===== src/rtl/mem_responder.sv =====
// mem_responder: memory-module end of the system bus.
// Decodes the block number, runs one read or write on an external
// synchronous RAM (16 data + 1 parity bit) and answers OK / EN / PE
// with a four-phase handshake. Unselected requests are ignored.
module mem_responder #(
    parameter logic [3:0] MODULE_NB    = 4'd0,
    parameter int         AW           = 15,
    parameter int         READ_LATENCY = 1,
    parameter bit         PARITY_ODD   = 1'b1
) (
    input  logic          clk_sys,
    input  logic          clo_n,
    input  logic          rdr,
    input  logic          rdw,
    input  logic          rq,
    input  logic [0:3]    rnb,
    input  logic [0:15]   rad,
    input  logic [0:15]   rdt,
    output logic          dok,
    output logic          den,
    output logic          dpe,
    output logic [0:15]   ddt,
    output logic [AW-1:0] mem_a,
    output logic          mem_we,
    output logic [0:16]   mem_d,
    input  logic [0:16]   mem_q,
    output logic          busy
);

    typedef enum logic [2:0] {
        S_IDLE,
        S_WRITE,
        S_READ,
        S_REPLY_OK,
        S_REPLY_EN,
        S_REPLY_PE
    } state_t;

    state_t      r_state;
    logic [1:0]  r_cnt;

    logic [15:0] w_rad_le;
    logic        w_oor;
    logic [3:0]  w_eff_nb;
    logic        w_sel;
    logic        w_par_wr;
    logic        w_par_ok;

    // Address bits above the implemented width mark an absent word.
    assign w_rad_le = rad;
    assign w_oor    = |(w_rad_le >> AW);
    // A system-space requester (rq=0) always addresses block 0.
    assign w_eff_nb = rq ? rnb : 4'd0;
    assign w_sel    = (rdr ^ rdw) && (w_eff_nb == MODULE_NB);
    assign w_par_wr = (^rdt) ^ PARITY_ODD;
    assign w_par_ok = ((^mem_q) == PARITY_ODD);
    assign busy     = (r_state != S_IDLE);

    // Request decode, RAM access sequencing and reply handshake.
    always_ff @(posedge clk_sys or negedge clo_n) begin
        if (!clo_n) begin
            r_state <= S_IDLE;
            r_cnt   <= 2'd0;
            dok     <= 1'b0;
            den     <= 1'b0;
            dpe     <= 1'b0;
            ddt     <= 16'h0000;
            mem_a   <= '0;
            mem_we  <= 1'b0;
            mem_d   <= 17'h00000;
        end else begin
            case (r_state)
                S_IDLE: begin
                    mem_we <= 1'b0;
                    if (w_sel) begin
                        mem_a <= w_rad_le[AW-1:0];
                        if (w_oor) begin
                            den     <= 1'b1;
                            ddt     <= 16'h0000;
                            r_state <= S_REPLY_EN;
                        end else if (rdw) begin
                            mem_we  <= 1'b1;
                            mem_d   <= {rdt, w_par_wr};
                            r_state <= S_WRITE;
                        end else begin
                            r_cnt   <= 2'(READ_LATENCY);
                            r_state <= S_READ;
                        end
                    end
                end
                S_WRITE: begin
                    // The write is committed this cycle even if the
                    // initiator gives up; only the reply is withheld.
                    mem_we <= 1'b0;
                    if (rdw) begin
                        dok     <= 1'b1;
                        ddt     <= 16'h0000;
                        r_state <= S_REPLY_OK;
                    end else begin
                        r_state <= S_IDLE;
                    end
                end
                S_READ: begin
                    if (!rdr) begin
                        r_state <= S_IDLE;
                    end else if (r_cnt == 2'd1) begin
                        ddt <= mem_q[0:15];
                        if (w_par_ok) begin
                            dok     <= 1'b1;
                            r_state <= S_REPLY_OK;
                        end else begin
                            dpe     <= 1'b1;
                            r_state <= S_REPLY_PE;
                        end
                    end else begin
                        r_cnt <= r_cnt - 2'd1;
                    end
                end
                S_REPLY_OK, S_REPLY_EN, S_REPLY_PE: begin
                    if (!rdr && !rdw) begin
                        dok     <= 1'b0;
                        den     <= 1'b0;
                        dpe     <= 1'b0;
                        ddt     <= 16'h0000;
                        r_state <= S_IDLE;
                    end
                end
                default: begin
                    r_state <= S_IDLE;
                end
            endcase
        end
    end

endmodule


===== config.mk =====
export PLATFORM = sky130hd
export DESIGN_NAME = mem_responder
export DESIGN_NICKNAME = d
export VERILOG_FILES = /design/src/rtl/mem_responder.sv
export SDC_FILE = /design/constraint.sdc
export NUM_CORES = 1
export LEC_CHECK = 0
export BUFFER_PORTS_ARGS = -buffer_cell sky130_fd_sc_hd__buf_2
export CAP_MARGIN = 20
export CORE_MARGIN = 1
export CORE_UTILIZATION = 45
export CTS_BUF_LIST = sky130_fd_sc_hd__clkbuf_4 sky130_fd_sc_hd__clkbuf_8
export CTS_CLUSTER_DIAMETER = 30
export DETAILED_ROUTE_END_ITERATION = 6
export PLACE_DENSITY_LB_ADDON = 0.3
export SYNTH_ARGS = -nofsm -noshare
export SYNTH_HDL_FRONTEND = slang
export SYNTH_SLANG_ARGS = --single-unit

===== constraint.sdc =====
create_clock -name clk_sys -period 3.55 [get_ports clk_sys]
set_input_delay 1.065 -clock clk_sys [delete_from_list [all_inputs] [get_ports clk_sys]]
set_output_delay 1.065 -clock clk_sys [all_outputs]
set_load 0.01 [all_outputs]

==> impl_metrics.py, run 1 <==
metrics = {
    "synth": {
        "yosysMostFrequentCell": "nand2_1",
        "synth_area_sq_um": 2900,
        "syn_inst": 281,
        "synth_common_cells": "nand2_1 (73), dfrtp_1 (57), xnor2_1 (24)",
        "synth.avg_cell_area_sq_um": 10.3,
        "synth_edf_count": 0,
        "synth_warnings": 0,
        "yosys-top-cells-area": "dfrtp_1 (49%), nand2_1 (9.5%), xnor2_1 (7.3%)",
        "synth.distinct_cells": 39,
        "synth_top_area_frac": 0.492,
        "synth-seq-cells": 57,
        "yosysSeqAreaShare": 0.492,
        "yosysTopAreaCell": "dfrtp_1",
        "synthFlopType": "dfrtp_1",
        "synthArstFlopShare": 1.00,
        "synth.net_count": 341,
    },
    "timing": {
        "worst_pin_slew_ns": 0.872,
        "fin_ws_ns": 0.671,
        "slew_headroom": 0.419,
        "finalSetupViolCount": 0,
        "setup_tns_ns": 0,
        "slew_viol_final": 0,
        "rsz0062_at_grt": "false",
        "hold_viol_final": 0,
        "fin_crit_sh": 0.811,
        "fmaxAchievable_mhz": 347,
        "finClkSkew_ns": 0.00569,
        "period_minus_slack_ns": 2.88,
    },
    "route": {
        "drtIter0Drc": 89,
        "wl_um": 6570,
        "via_per_inst": 4.99,
        "via_count": 2373,
        "ant_nets": 0,
        "wl_per_cell_um": 13.8,
        "post-route-drc-count": 0,
        "dr.pass1.iters": 4,
    },
    "setup_path": {
        "crit_slowest_cell": "or3_1",
        "arrival_ns": 3.09,
        "critPathMaxFanout": 19,
        "crit_path_end_kind": "register",
        "required_ns": 3.76,
        "crit_family": "simple AND/OR/NAND/NOR gates",
        "crit_type": "input port to register",
        "crit_path_cell_trace": "buf_2 -> o41ai_4 -> nand3_4 -> or3_1 -> mux2_4",
        "slowest_delay_ns": 0.74,
        "critPathLaunchType": "input port",
        "critPathBufInv": 1,
    },
    "placed_design": {
        "place_hpwl_um": 4820,
        "pre_cts_ws_ns": 0.324,
        "io_buffers": 110,
        "gp_congestion": 0.834,
    },
    "clocking": {
        "post-cts-setup-buffer-count": 0,
        "clk_pin_slew_ns": 0.06,
        "htree_levels": 3,
        "clock_latency_ns": 0.33,
        "numClockSinks": 57,
        "cts_resized": 0,
        "ctsHoldBuffers": 0,
        "cts_tree": "built",
        "cts_buffer_depth": 2,
        "cts_root_buffer": "clkbuf_8",
        "cts_buffers": 9,
    },
    "global_route": {
        "grt_pass1_wl_um": 9830,
        "gr-total-overflow": 0,
        "grt_use_total": 0.197,
        "grt_pass1_vias": 2176,
        "grt_antenna_before_repair": 0,
        "grt_max_degree": 29,
    },
    "final_layout": {
        "final_nets": 457,
        "fillCellCount": 556,
        "drive_gt1_frac": 0.379,
        "antenna_cells": 0,
        "area_growth_pct": 27.8,
    },
    "power_and_ir_drop": {
        "power_uw": 3060,
        "power_density_nw_per_um2": 826,
        "p_leak_uw": 0.00195,
        "peakVddDrop_mv": 0.429,
    },
    "floorplan": {
        "die_width_um": 82.3,
        "die-area_sq_um": 6770,
        "initial_core_util": 0.478,
        "coreArea_sq_um": 6060,
        "die_y_um": 82.3,
        "io_pins": 111,
        "rows": 28,
    },
    "run": {
        "cap_violations": 0,
    },
    "hold_path": {
        "hp-class": "register to register",
    },
    "outcome": {
        "status": "finished, final reports clean",
    },
}
-- worst register-to-register path, cell delays in order, from the launching register on --
cell	delay, ns
dfrtp_1	0.56
nor3_2	0.42
nand3_4	0.26
or3_1	0.74
mux2_4	0.44
-- per-stage QoR --
stage	hold WS, ns	util	instances	instance area (sq um)
detailed placement	0.458	0.581	461	3520
CTS	0.474	0.611	476	3710
floorplan	0.457	-	281	2900
finish	0.474	0.611	476	3710
global route	0.504	0.611	476	3710
global placement	0.460	0.581	461	3520
-- routing by layer --
| metal | share of wire | vias to the layer above | GRT usage |
|---|---|---|---|
| met2 | 0.48 | 85 | 0.306 |
| li1 | - | 1151 | - |
| met3 | 0.054 | 18 | 0.0495 |
| met4 | 0.028 | 0 | 0.105 |
| met1 | 0.43 | 1119 | 0.253 |
| met5 | 0 | - | 0 |
-- registers in the layout (all words and copies together), names as in the netlist --
signal	flops
mem_a	15
dpe	1
dok	1
mem_we	1
r_state	3
den	1
ddt	16
r_cnt	2
mem_d	17
-- path summary, 6_finish.rpt --
kind	startpoint	to	slack, ns	depth (start not counted)
setup reg to reg	r_state[0]	mem_d[12]	1.02	4
setup / recovery	rnb[3]	mem_d[12]	0.67	5
max in group asynchronous	clo_n	mem_d[5]	2.00	2
hold / removal	mem_d[16]	mem_d[16]	0.47	2
min in group asynchronous	clo_n	r_cnt[1]	0.76	1
hold reg to reg	mem_d[16]	mem_d[16]	0.47	2
-- area by class of cell --
| class | count | area (sq um) | share of cell area |
|---|---|---|---|
| well taps | 75 | 93.8 | 0.0253 |
| clock buffers | 13 | 173 | 0.0466 |
| multi-input cells | 193 | 1330 | 0.360 |
| repair buffers | 115 | 588 | 0.159 |
| inverters | 21 | 78.8 | 0.0213 |
| flip-flops and latches | 57 | 1430 | 0.385 |
| clock inverters | 2 | 12.5 | 0.00338 |
-- power breakdown --
group	total [uW]	switching [uW]	internal, uW
Sequential	1140	205	936
Clock	558	245	313
Combinational	1360	719	644
-- logic make-up after synthesis --
group,synth area share
xor gates and xnor gates,0.0971
muxes,0.133
buffers and inverters,0.0479
and+or+nand+nor,0.163
DFF,0.492
AOI/OAI and AO/OA,0.0578
adders and majority gates,0.00863
-- layout by cell type (no fill, tap or decap), types with 2 or more instances in the layout --
cell type	synthesis	routed
mux2_4	7	7
mux2i_1	18	18
o21ai_0	5	5
buf_2	0	110
nor2_1	6	6
nand3_1	6	6
nor2b_1	2	2
clkbuf_8	0	12
xnor3_1	2	2
buf_4	1	5
xnor2_1	24	24
nor3_1	4	4
nand2_1	73	73
nand2b_1	4	4
inv_1	21	21
mux2_2	9	9
or3_1	3	3
ha_1	2	2
a21oi_1	8	8
dfrtp_1	57	57
xor2_1	3	3
Power figures use the tool's default switching activity.
==> run 2: changes to the inputs <==
==> constraint.sdc (replaced) <==
create_clock -name clk_sys -period 2.62 [get_ports clk_sys]
set_input_delay 0.786 -clock clk_sys [delete_from_list [all_inputs] [get_ports clk_sys]]
set_output_delay 0.786 -clock clk_sys [all_outputs]
set_load 0.01 [all_outputs]
==> run 2 against run 1 <==
  * Clock power grew 68%
  * Register-to-register slack lost 0.42 ns
  * Sequential power up 32%
  * Non-clock buffer count grew 5
  * Global-route usage grew 0.090 points
  * Sequential share of layout area is 1.0 points lower
  * Total power is 43% higher
  * Design area is 2.7% higher
  * Final cell count is 1.3% higher
  * Die area stayed put
  * Largest power group unchanged
==> impl_metrics.py, run 2 (synthesis gave the netlist of run 1 again) <==
metrics = {
    "final_layout": {
        "largest-register": "mem_d",
        "antenna_cells": 0,
        "fin_cells": 482,
        "reg.largest.list": "mem_d: 17 flops, ddt: 16 flops, mem_a: 15 flops",
        "area_growth_pct": 31.2,
        "drive_gt1_frac": 0.388,
        "final_nets": 462,
        "design_area_sq_um": 3800,
        "utilization": 0.628,
        "largest_register_ffs": 17,
        "layout_common_cells": "buf_2 (110), nand2_1 (73), dfrtp_1 (57), xnor2_1 (24), inv_1 (21)",
        "final_common_cell": "buf_2",
    },
    "floorplan": {
        "die_y_um": 82.3,
        "rows": 28,
        "die-area_sq_um": 6770,
        "io_pins": 111,
        "coreArea_sq_um": 6060,
        "die_width_um": 82.3,
        "initial_core_util": 0.478,
    },
    "timing": {
        "fin_crit_sh": 0.901,
        "period_minus_slack_ns": 2.36,
        "slew_headroom": 0.581,
        "hold_viol_final": 0,
        "fin_hold_ws_ns": 0.467,
        "finClkSkew_ns": 0.00668,
        "setup_tns_ns": 0,
        "fmaxAchievable_mhz": 424,
        "rsz0062_at_grt": "false",
        "finalSetupViolCount": 0,
        "worst_pin_slew_ns": 0.629,
        "slew_viol_final": 0,
    },
    "setup_path": {
        "arrival_ns": 1.58,
        "critPathMaxFanout": 16,
        "required_ns": 1.83,
        "crit_type": "register to output port",
        "worstRegToRegCells": 5,
        "critPathLaunchType": "register",
        "r2r-start": "r_state[0]",
        "r2r_slack_ns": 0.60,
        "crit_path_end_kind": "output port",
        "r2r-end": "mem_d[1]",
    },
    "route": {
        "drtIter0Drc": 86,
        "ant_nets": 0,
        "wl_um": 6410,
        "via_per_inst": 4.87,
        "post-route-drc-count": 0,
        "dr.pass1.iters": 4,
        "wl_per_cell_um": 13.3,
        "via_count": 2349,
    },
    "outcome": {
        "status": "finished, final reports clean",
    },
    "global_route": {
        "grt_pass1_vias": 2127,
        "grt_use_total": 0.198,
        "grt_pass1_wl_um": 9840,
        "grt_antenna_before_repair": 0,
        "grt_max_degree": 29,
        "gr-total-overflow": 0,
    },
    "clocking": {
        "numClockSinks": 57,
        "htree_levels": 3,
        "cts_buffer_depth": 2,
        "ctsHoldBuffers": 0,
        "post-cts-setup-buffer-count": 0,
        "cts_resized": 0,
        "clk_pin_slew_ns": 0.06,
        "cts_root_buffer": "clkbuf_8",
        "cts_buffers": 9,
        "cts_tree": "built",
        "clock_latency_ns": 0.34,
    },
    "power_and_ir_drop": {
        "peakVddDrop_mv": 0.601,
        "p_leak_uw": 0.00199,
        "power_density_nw_per_um2": 1150,
    },
    "run": {
        "cap_violations": 0,
    },
    "hold_path": {
        "hp-class": "input port to asynchronous set/reset pin",
    },
    "placed_design": {
        "gp_congestion": 0.821,
        "io_buffers": 110,
        "place_hpwl_um": 4810,
        "dp_cells": 466,
        "place_area_sq_um": 3570,
    },
}
==> run 2: changes by cell type in the layout (fill, tap and decap cells not counted), sizes merged <==
cell / delta
buf: +5
clkinvlp: +1
clkbuf: -1
clkinv: -1
bufinv: +2
==> run 2: stage by stage <==
step / setup WS [ns] / total power [uW]
after floorplan: 0.229 / 2750
after global placement: 0.193 / 3420
after detailed placement: 0.150 / 3480
after CTS: 0.250 / 4440
after global routing: 0.129 / 4720
final: 0.259 / 4390
==> run 2: area by class of cell <==
type / count / area [sq um]
timing repair buffer: 120 / 638
multi-input combinational: 193 / 1330
sequential: 57 / 1430
clock inverter: 4 / 75.1
fill: 510 / 2260
tap: 75 / 93.8
clock buffer: 12 / 159
inverter: 21 / 78.8
==> run 2: worst max-delay path by stage <==
| stage | from | to | slack [ns] | cells past startpoint |
|---|---|---|---|---|
| 2_1_floorplan | rnb[3] | mem_d[0] | 0.23 | 6 |
| 3_3_place_gp | rnb[3] | mem_d[0] | 0.19 | 6 |
| 3_5_place_dp | rnb[3] | mem_d[11] | 0.15 | 6 |
| 4_1_cts | r_state[0] | busy | 0.25 | 3 |
| 5_1_grt | r_state[0] | busy | 0.13 | 3 |
| 6_report | r_state[0] | busy | 0.26 | 3 |
==> run 2: worst max-delay path: stages (launching register included) <==
cell     delay, ns
dfrtp_1       0.56
nor3_2        0.38
inv_1         0.14
buf_2         0.16
==> run 2: metal layers <==
layer / wire length [um] / track usage
met5: 0 / 0
met4: 132 / 0.0982
met3: 353 / 0.0451
met2: 3120 / 0.320
met1: 2800 / 0.249
==> run 2: power by group <==
part / internal, uW / leakage, uW / switching (uW)
registers: 1270 / 0.000728 / 239
logic: 932 / 0.00115 / 1010
clock network: 598 / 0.000112 / 342
